File: src/rtl/inst_mem_pkg.sv
`default_nettype none
// ============================================================================
// Module      : inst_mem_pkg
// Description : Shared definitions for the instruction-memory write side
//               (inst_mem_loader) and the read/decode side. Holds the loader
//               FSM state encoding, abort cause codes, the default memory
//               size, and the 16-bit instruction field widths.
//               The CSUM state exists only when INST_MEM_LOADER_CHECKSUM_EN
//               is defined.
// Revision    : 1.0 - initial release
// ============================================================================
package inst_mem_pkg;

    // Default byte capacity of the instruction memory (32 instructions).
    localparam int c_default_mem_bytes = 64;

    // Instruction field widths: opcode | reg | imm = 4 + 3 + 5 = 12 bits used
    // inside the 16-bit instruction word.
    localparam int c_opcode_w = 4;
    localparam int c_reg_w    = 3;
    localparam int c_imm_w    = 5;

    // Abort cause codes reported on err_code.
    localparam logic [1:0] c_err_none     = 2'd0;
    localparam logic [1:0] c_err_odd      = 2'd1;
    localparam logic [1:0] c_err_overflow = 2'd2;
    localparam logic [1:0] c_err_checksum = 2'd3;

    typedef enum logic [2:0] {
        S_IDLE = 3'd0,
        S_HI   = 3'd1,
        S_LO   = 3'd2,
`ifdef INST_MEM_LOADER_CHECKSUM_EN
        S_CSUM = 3'd3,
`endif
        S_FIN  = 3'd4,
        S_DONE = 3'd5,
        S_ERR  = 3'd6
    } state_t;

endpackage : inst_mem_pkg
`default_nettype wire

File: src/rtl/loader_xor_acc.sv
`default_nettype none
// ============================================================================
// Module      : loader_xor_acc
// Description : 8-bit running XOR of program bytes, used as the load
//               checksum. Present only when INST_MEM_LOADER_CHECKSUM_EN is
//               defined.
// Ports       : clk, rst_n (async active-low), clr (sync clear, has priority),
//               en (fold din into acc), din[7:0], acc[7:0] (current XOR).
// Revision    : 1.0 - initial release
// ============================================================================
`ifdef INST_MEM_LOADER_CHECKSUM_EN
module loader_xor_acc (
    input  logic       clk,
    input  logic       rst_n,
    input  logic       clr,
    input  logic       en,
    input  logic [7:0] din,
    output logic [7:0] acc
);

    always_ff @(posedge clk or negedge rst_n) begin
        if (!rst_n) begin
            acc <= 8'h00;
        end else if (clr) begin
            acc <= 8'h00;
        end else if (en) begin
            acc <= acc ^ din;
        end
    end

endmodule : loader_xor_acc
`endif
`default_nettype wire

File: src/rtl/inst_mem_loader.sv
`default_nettype none
// ============================================================================
// Module      : inst_mem_loader
// Description : Loads a program into instruction memory from a valid/ready
//               byte stream. Each 16-bit instruction arrives high byte first
//               and is stored big-endian (high byte at the even address).
//               Reports completion (done) or abort (err, err_code).
// Parameters  : MEM_BYTES - memory capacity in bytes (even)
//               ADDR_W    - memory address width
// Ports       : clk, rst_n (async active-low), start
//               in_valid, in_data[7:0], in_last -> in_ready
//               mem_we, mem_addr[ADDR_W-1:0], mem_wdata[7:0] (registered)
//               busy, done, err, err_code[1:0], inst_count[5:0],
//               last_inst[15:0]
// Options     : INST_MEM_LOADER_CHECKSUM_EN - after the final program byte,
//               accept one extra byte that must equal the XOR of all
//               program bytes (otherwise abort with code 3).
// Revision    : 1.0 - initial release
// ============================================================================
module inst_mem_loader
    import inst_mem_pkg::*;
#(
    parameter int MEM_BYTES = c_default_mem_bytes,
    parameter int ADDR_W    = 16
) (
    input  logic              clk,
    input  logic              rst_n,
    input  logic              start,
    input  logic              in_valid,
    input  logic [7:0]        in_data,
    input  logic              in_last,
    output logic              in_ready,
    output logic              mem_we,
    output logic [ADDR_W-1:0] mem_addr,
    output logic [7:0]        mem_wdata,
    output logic              busy,
    output logic              done,
    output logic              err,
    output logic [1:0]        err_code,
    output logic [5:0]        inst_count,
    output logic [15:0]       last_inst
);

    // Pointer value of the last byte slot; writing it fills the memory.
    localparam logic [ADDR_W-1:0] c_last_ptr = ADDR_W'(MEM_BYTES - 1);
    localparam logic [5:0]        c_inst_sat = 6'd32;

    state_t            r_state;
    logic [ADDR_W-1:0] r_ptr;
    logic [7:0]        r_hi;       // high byte held until its low byte arrives
    logic              w_accept;
    logic              w_idle_like;

    assign w_accept    = in_valid && in_ready;
    assign w_idle_like = (r_state == S_IDLE) || (r_state == S_DONE) || (r_state == S_ERR);

`ifdef INST_MEM_LOADER_CHECKSUM_EN
    logic       w_csum_clr;
    logic       w_csum_en;
    logic [7:0] w_csum;

    assign w_csum_clr = start && w_idle_like;
    assign w_csum_en  = w_accept && ((r_state == S_HI) || (r_state == S_LO));

    loader_xor_acc u_xor_acc (
        .clk   (clk),
        .rst_n (rst_n),
        .clr   (w_csum_clr),
        .en    (w_csum_en),
        .din   (in_data),
        .acc   (w_csum)
    );

    assign in_ready = (r_state == S_HI) || (r_state == S_LO) || (r_state == S_CSUM);
    assign busy     = (r_state == S_HI) || (r_state == S_LO) || (r_state == S_CSUM)
                   || (r_state == S_FIN);
`else
    assign in_ready = (r_state == S_HI) || (r_state == S_LO);
    assign busy     = (r_state == S_HI) || (r_state == S_LO) || (r_state == S_FIN);
`endif

    assign done = (r_state == S_DONE);
    assign err  = (r_state == S_ERR);

    always_ff @(posedge clk or negedge rst_n) begin
        if (!rst_n) begin
            r_state    <= S_IDLE;
            r_ptr      <= '0;
            r_hi       <= 8'h00;
            mem_we     <= 1'b0;
            mem_addr   <= '0;
            mem_wdata  <= 8'h00;
            err_code   <= c_err_none;
            inst_count <= 6'd0;
            last_inst  <= 16'h0000;
        end else begin
            // Strobe is asserted only in the cycle after an accepted byte.
            mem_we <= 1'b0;
            case (r_state)
                S_IDLE, S_DONE, S_ERR: begin
                    if (start) begin
                        r_state    <= S_HI;
                        r_ptr      <= '0;
                        inst_count <= 6'd0;
                        err_code   <= c_err_none;
                    end
                end
                S_HI: begin
                    if (w_accept) begin
                        mem_we    <= 1'b1;
                        mem_addr  <= r_ptr;
                        mem_wdata <= in_data;
                        r_hi      <= in_data;
                        r_ptr     <= r_ptr + ADDR_W'(1);
                        // A stream ending on a high byte is still written,
                        // then the load aborts.
                        if (in_last) begin
                            r_state  <= S_ERR;
                            err_code <= c_err_odd;
                        end else begin
                            r_state <= S_LO;
                        end
                    end
                end
                S_LO: begin
                    if (w_accept) begin
                        mem_we    <= 1'b1;
                        mem_addr  <= r_ptr;
                        mem_wdata <= in_data;
                        r_ptr     <= r_ptr + ADDR_W'(1);
                        last_inst <= {r_hi, in_data};
                        if (inst_count != c_inst_sat) begin
                            inst_count <= inst_count + 6'd1;
                        end
                        if (in_last) begin
`ifdef INST_MEM_LOADER_CHECKSUM_EN
                            r_state <= S_CSUM;
`else
                            r_state <= S_FIN;
`endif
                        end else if (r_ptr == c_last_ptr) begin
                            r_state  <= S_ERR;
                            err_code <= c_err_overflow;
                        end else begin
                            r_state <= S_HI;
                        end
                    end
                end
`ifdef INST_MEM_LOADER_CHECKSUM_EN
                S_CSUM: begin
                    // Checksum byte is compared only, never written.
                    if (w_accept) begin
                        if (in_data == w_csum) begin
                            r_state <= S_FIN;
                        end else begin
                            r_state  <= S_ERR;
                            err_code <= c_err_checksum;
                        end
                    end
                end
`endif
                // One extra cycle so the final write lands before done.
                S_FIN: begin
                    r_state <= S_DONE;
                end
                default: begin
                    r_state <= S_IDLE;
                end
            endcase
        end
    end

endmodule : inst_mem_loader
`default_nettype wire

File: config.mk
export PLATFORM = sky130hd
export DESIGN_NAME = inst_mem_loader
export DESIGN_NICKNAME = d
export VERILOG_FILES = /design/src/rtl/inst_mem_pkg.sv /design/src/rtl/loader_xor_acc.sv /design/src/rtl/inst_mem_loader.sv
export SDC_FILE = /design/constraint.sdc
export NUM_CORES = 1
export LEC_CHECK = 0
export CORE_ASPECT_RATIO = 2
export CORE_UTILIZATION = 43
export CTS_CLUSTER_DIAMETER = 60
export DETAILED_ROUTE_END_ITERATION = 12
export GPL_ROUTABILITY_DRIVEN = 1
export HOLD_SLACK_MARGIN = 0.12
export PLACE_DENSITY = 0.78
export SETUP_SLACK_MARGIN = 0.2
export SLEW_MARGIN = 10
export SYNTH_ARGS = -nofsm -noshare
export SYNTH_HDL_FRONTEND = slang
export SYNTH_HIERARCHICAL = 1
export SYNTH_SLANG_ARGS = --single-unit
File: constraint.sdc
create_clock -name clk -period 2.65 [get_ports clk]
set_clock_uncertainty 0.1 [all_clocks]
set_input_delay 0.53 -clock clk [delete_from_list [all_inputs] [get_ports clk]]
set_output_delay 0.53 -clock clk [all_outputs]
set_load 0.01 [all_outputs]
==> flow_metrics.env <==
export IMPL_critical_path_top_delay_family="buffers and inverters"
export IMPL_grt_overflow=0
export IMPL_seq_area_frac_synth_pct=55.1
export IMPL_grt_pass1_vias=2820
export IMPL_numPortBuffers=65
export IMPL_fin_crit_ps=2400
export IMPL_p_per_area_nw_per_um2=1120
export IMPL_max_cap_viol_count=0
export IMPL_initial_core_util_pct=45.1
export IMPL_yosysWarnings=6
export IMPL_cts_buffer_depth=2
export IMPL_vias=2709
export IMPL_outcome="complete, no violations"
export IMPL_whs_ps=120
export IMPL_drc=0
export IMPL_grt_max_degree=77
export IMPL_crit_chain="inv_1 > nor3_1 > clkdlybuf4s50_1"
export IMPL_cts_hold_buffers=0
export IMPL_synth_edff_count=0
export IMPL_clk_latency_ps=330
export IMPL_grt_use_total_pct=21.1
export IMPL_synth_ff_type="dfrtp_1"
export IMPL_gp_congestion=0.869
export IMPL_multi_input_area_sq_um=1430
export IMPL_synth_area_top_cells="dfrtp_1 55%, mux2_2 10%, nand2_1 5.5%"
export IMPL_cpPeakStageDelay_ps=570
export IMPL_worst_slew_pin_slew_ps=490
export IMPL_setup_viol=0
export IMPL_power_uw=5220
export IMPL_critPathSlowestCell="clkdlybuf4s50_1"
export IMPL_internal_power_uw=3580
export IMPL_fillers=649
export IMPL_ys_ff_latch=76
export IMPL_power_frac_comb_pct=38.4
export IMPL_clock_fmax_mhz=416
export IMPL_cp_required_ps=2020
export IMPL_fin_nets=411
export IMPL_drive_gt1_share_pct=18.8
export IMPL_r2r_end="r_ptr[10]"
export IMPL_tritoncts="done"
export IMPL_fp_coreArea_sq_um=7660
export IMPL_postSynthCellCount=319
export IMPL_switchingPower_uw=1640
export IMPL_leakagePower_uw=0.00201
export IMPL_synth_top_cell_area_share_pct=55.1
export IMPL_synthesis_nets=335
export IMPL_register_area_sq_um=1900
export IMPL_die_area_sq_um=8410
export IMPL_max_slew_margin_rel_pct=67.4
export IMPL_crit_fanout=11
export IMPL_maxSlewViolCount=0
export IMPL_viasPerCell=5.48
export IMPL_min_period_over_period_pct=90.7
export IMPL_worstSetupPathType="reg2out"
export IMPL_ant_nets=0
export IMPL_grt_pass1_wl_um=13500
export IMPL_ff2ff_path_depth=4
export IMPL_rsz0062_at_grt="yes"
export IMPL_r2r_slack_ps=480
export IMPL_syn2layout_area_growth_pct=34.6
export IMPL_cts_buffers_inserted=9
export IMPL_routed_wl_um=7940
export IMPL_drt_iter0_markers=68
export IMPL_clkSinkCount=76
export IMPL_pwr_share_seq_pct=33.4
export IMPL_ctsRootBufferMaster="clkbuf_16"
export IMPL_yosys_area_top_type="dfrtp_1"
export IMPL_hpwl_um=5700
export IMPL_clock_power_share_pct=28.3
export IMPL_hp_class="in2async"
export IMPL_final_core_util_pct=60.7
export IMPL_yosysMostFrequentCell="dfrtp_1"
export IMPL_async_flop_share_pct=100
export IMPL_antenna_found_initial=0
export IMPL_end_kind="output port"
export IMPL_crit_buf_inv=2
export IMPL_r2r_start="r_state[2]"
export IMPL_wl_per_cell_um=16.1
export IMPL_rows=45
export IMPL_ir_drop_v=0.000802
export IMPL_syn_area_per_cell_sq_um=10.8
export IMPL_die_w_um=65.3
export IMPL_clk_pin_slew_ps=60
export IMPL_synthTopCellsByCount="76 x dfrtp_1, 51 x nand2_1, 32 x mux2_2"
export IMPL_start_kind="flip-flop"
export IMPL_ioPinCount=66
export IMPL_htree_num_levels=3
export IMPL_hold_violations=0
export IMPL_diodes=0
export IMPL_ys_types=40
export IMPL_die_h_um=129
export IMPL_first_pass_iters=4
export IMPL_arrival_ps=1770
export IMPL_syn_cell_area_sq_um=3450
export IMPL_netSwitchingFraction_pct=31.4
cells by family (layout without fill, tap and decap cells):
family          after synthesis  in the layout  synth area share, %
compound gates               62             62                 11.2
xor+xnor                      6              6                 1.52
flops                        76             76                 55.1
mux                          35             35                 11.3
buf+inv                      28            109                 3.70
simple gates                109            109                 16.0
fa+ha+maj                     3              3                 1.09
timing repair:
| item | CTS | global route |
|---|---|---|
| gates resized for setup | 2 | 2 |
| buffers inserted | 0 | 4 |
| pin swaps | 0 | 1 |
| setup endpoints to repair | 3 | 4 |
| gates cloned | 0 | 0 |
per-stage QoR:
step / TNS (ps) / setup WS (ps) / instance area (sq um) / cells
after floorplan: 0 / 581 / 3450 / 319
after global placement: 0 / 13.8 / 4240 / 474
after detailed placement: -149 / -37.1 / 4240 / 474
after CTS: 0 / 208 / 4610 / 490
after global routing: 0 / 188 / 4640 / 494
final: 0 / 247 / 4640 / 494
worst max path at each step:
stage          startpoint         to  slack [ps]  cells past startpoint
6_report       r_state[2]       done         250                      3
5_1_grt        r_state[2]       done         190                      3
4_1_cts        r_state[2]       done         210                      3
3_5_place_dp        start  r_ptr[10]         -40                      5
3_3_place_gp        start   r_ptr[9]          10                      5
2_1_floorplan  r_state[2]  r_ptr[12]         580                      7
placed cells by master (no fill, tap or decap), types with 5 or more instances in the layout:
cell type	netlist	layout
dfrtp_1	76	74
clkdlybuf4s50_1	0	64
nand2_1	51	51
mux2_2	32	32
o21ai_0	19	19
buf_4	0	16
a21oi_1	15	15
inv_1	11	11
nand3_1	9	9
o31ai_1	9	9
clkbuf_16	0	9
or4_1	8	8
nor2_1	8	7
nor3_1	5	5
xor2_1	5	5
nand4_1	5	5
o211ai_1	5	5
area by class of cell:
class	instances	share of cell area (%)
multi-input cells	215	30.7
clock buffers	13	6.03
inverters	11	0.889
repair buffers	82	16.9
flip-flops and latches	76	41.0
clock inverters	3	1.94
well taps	94	2.53
flip-flops by register name, indices dropped and copies added, names as in the netlist:
register and cells:
last_inst 16, mem_addr 16, r_ptr 16, mem_wdata 8, r_hi 8, inst_count 6
r_state 3, err_code 2, mem_we 1
power by group through the flow:
stage	registers [uW]	logic [uW]	clock network, uW
after detailed placement	1750	1950	0
after CTS	1740	1970	1500
after global placement	1730	1900	0
after global routing	1790	2180	1540
final	1740	2000	1480
after floorplan	1800	1040	0
routing by layer:
layer / up-vias / global-route usage, % / wire [um]
met2: 72 / 37.6 / 4450
met5: - / 0 / 0
li1: 1288 / - / -
met3: 20 / 5.41 / 395
met1: 1329 / 22.2 / 2870
met4: 0 / 10.7 / 224
No activity file was read; power rests on OpenSTA's default activity.
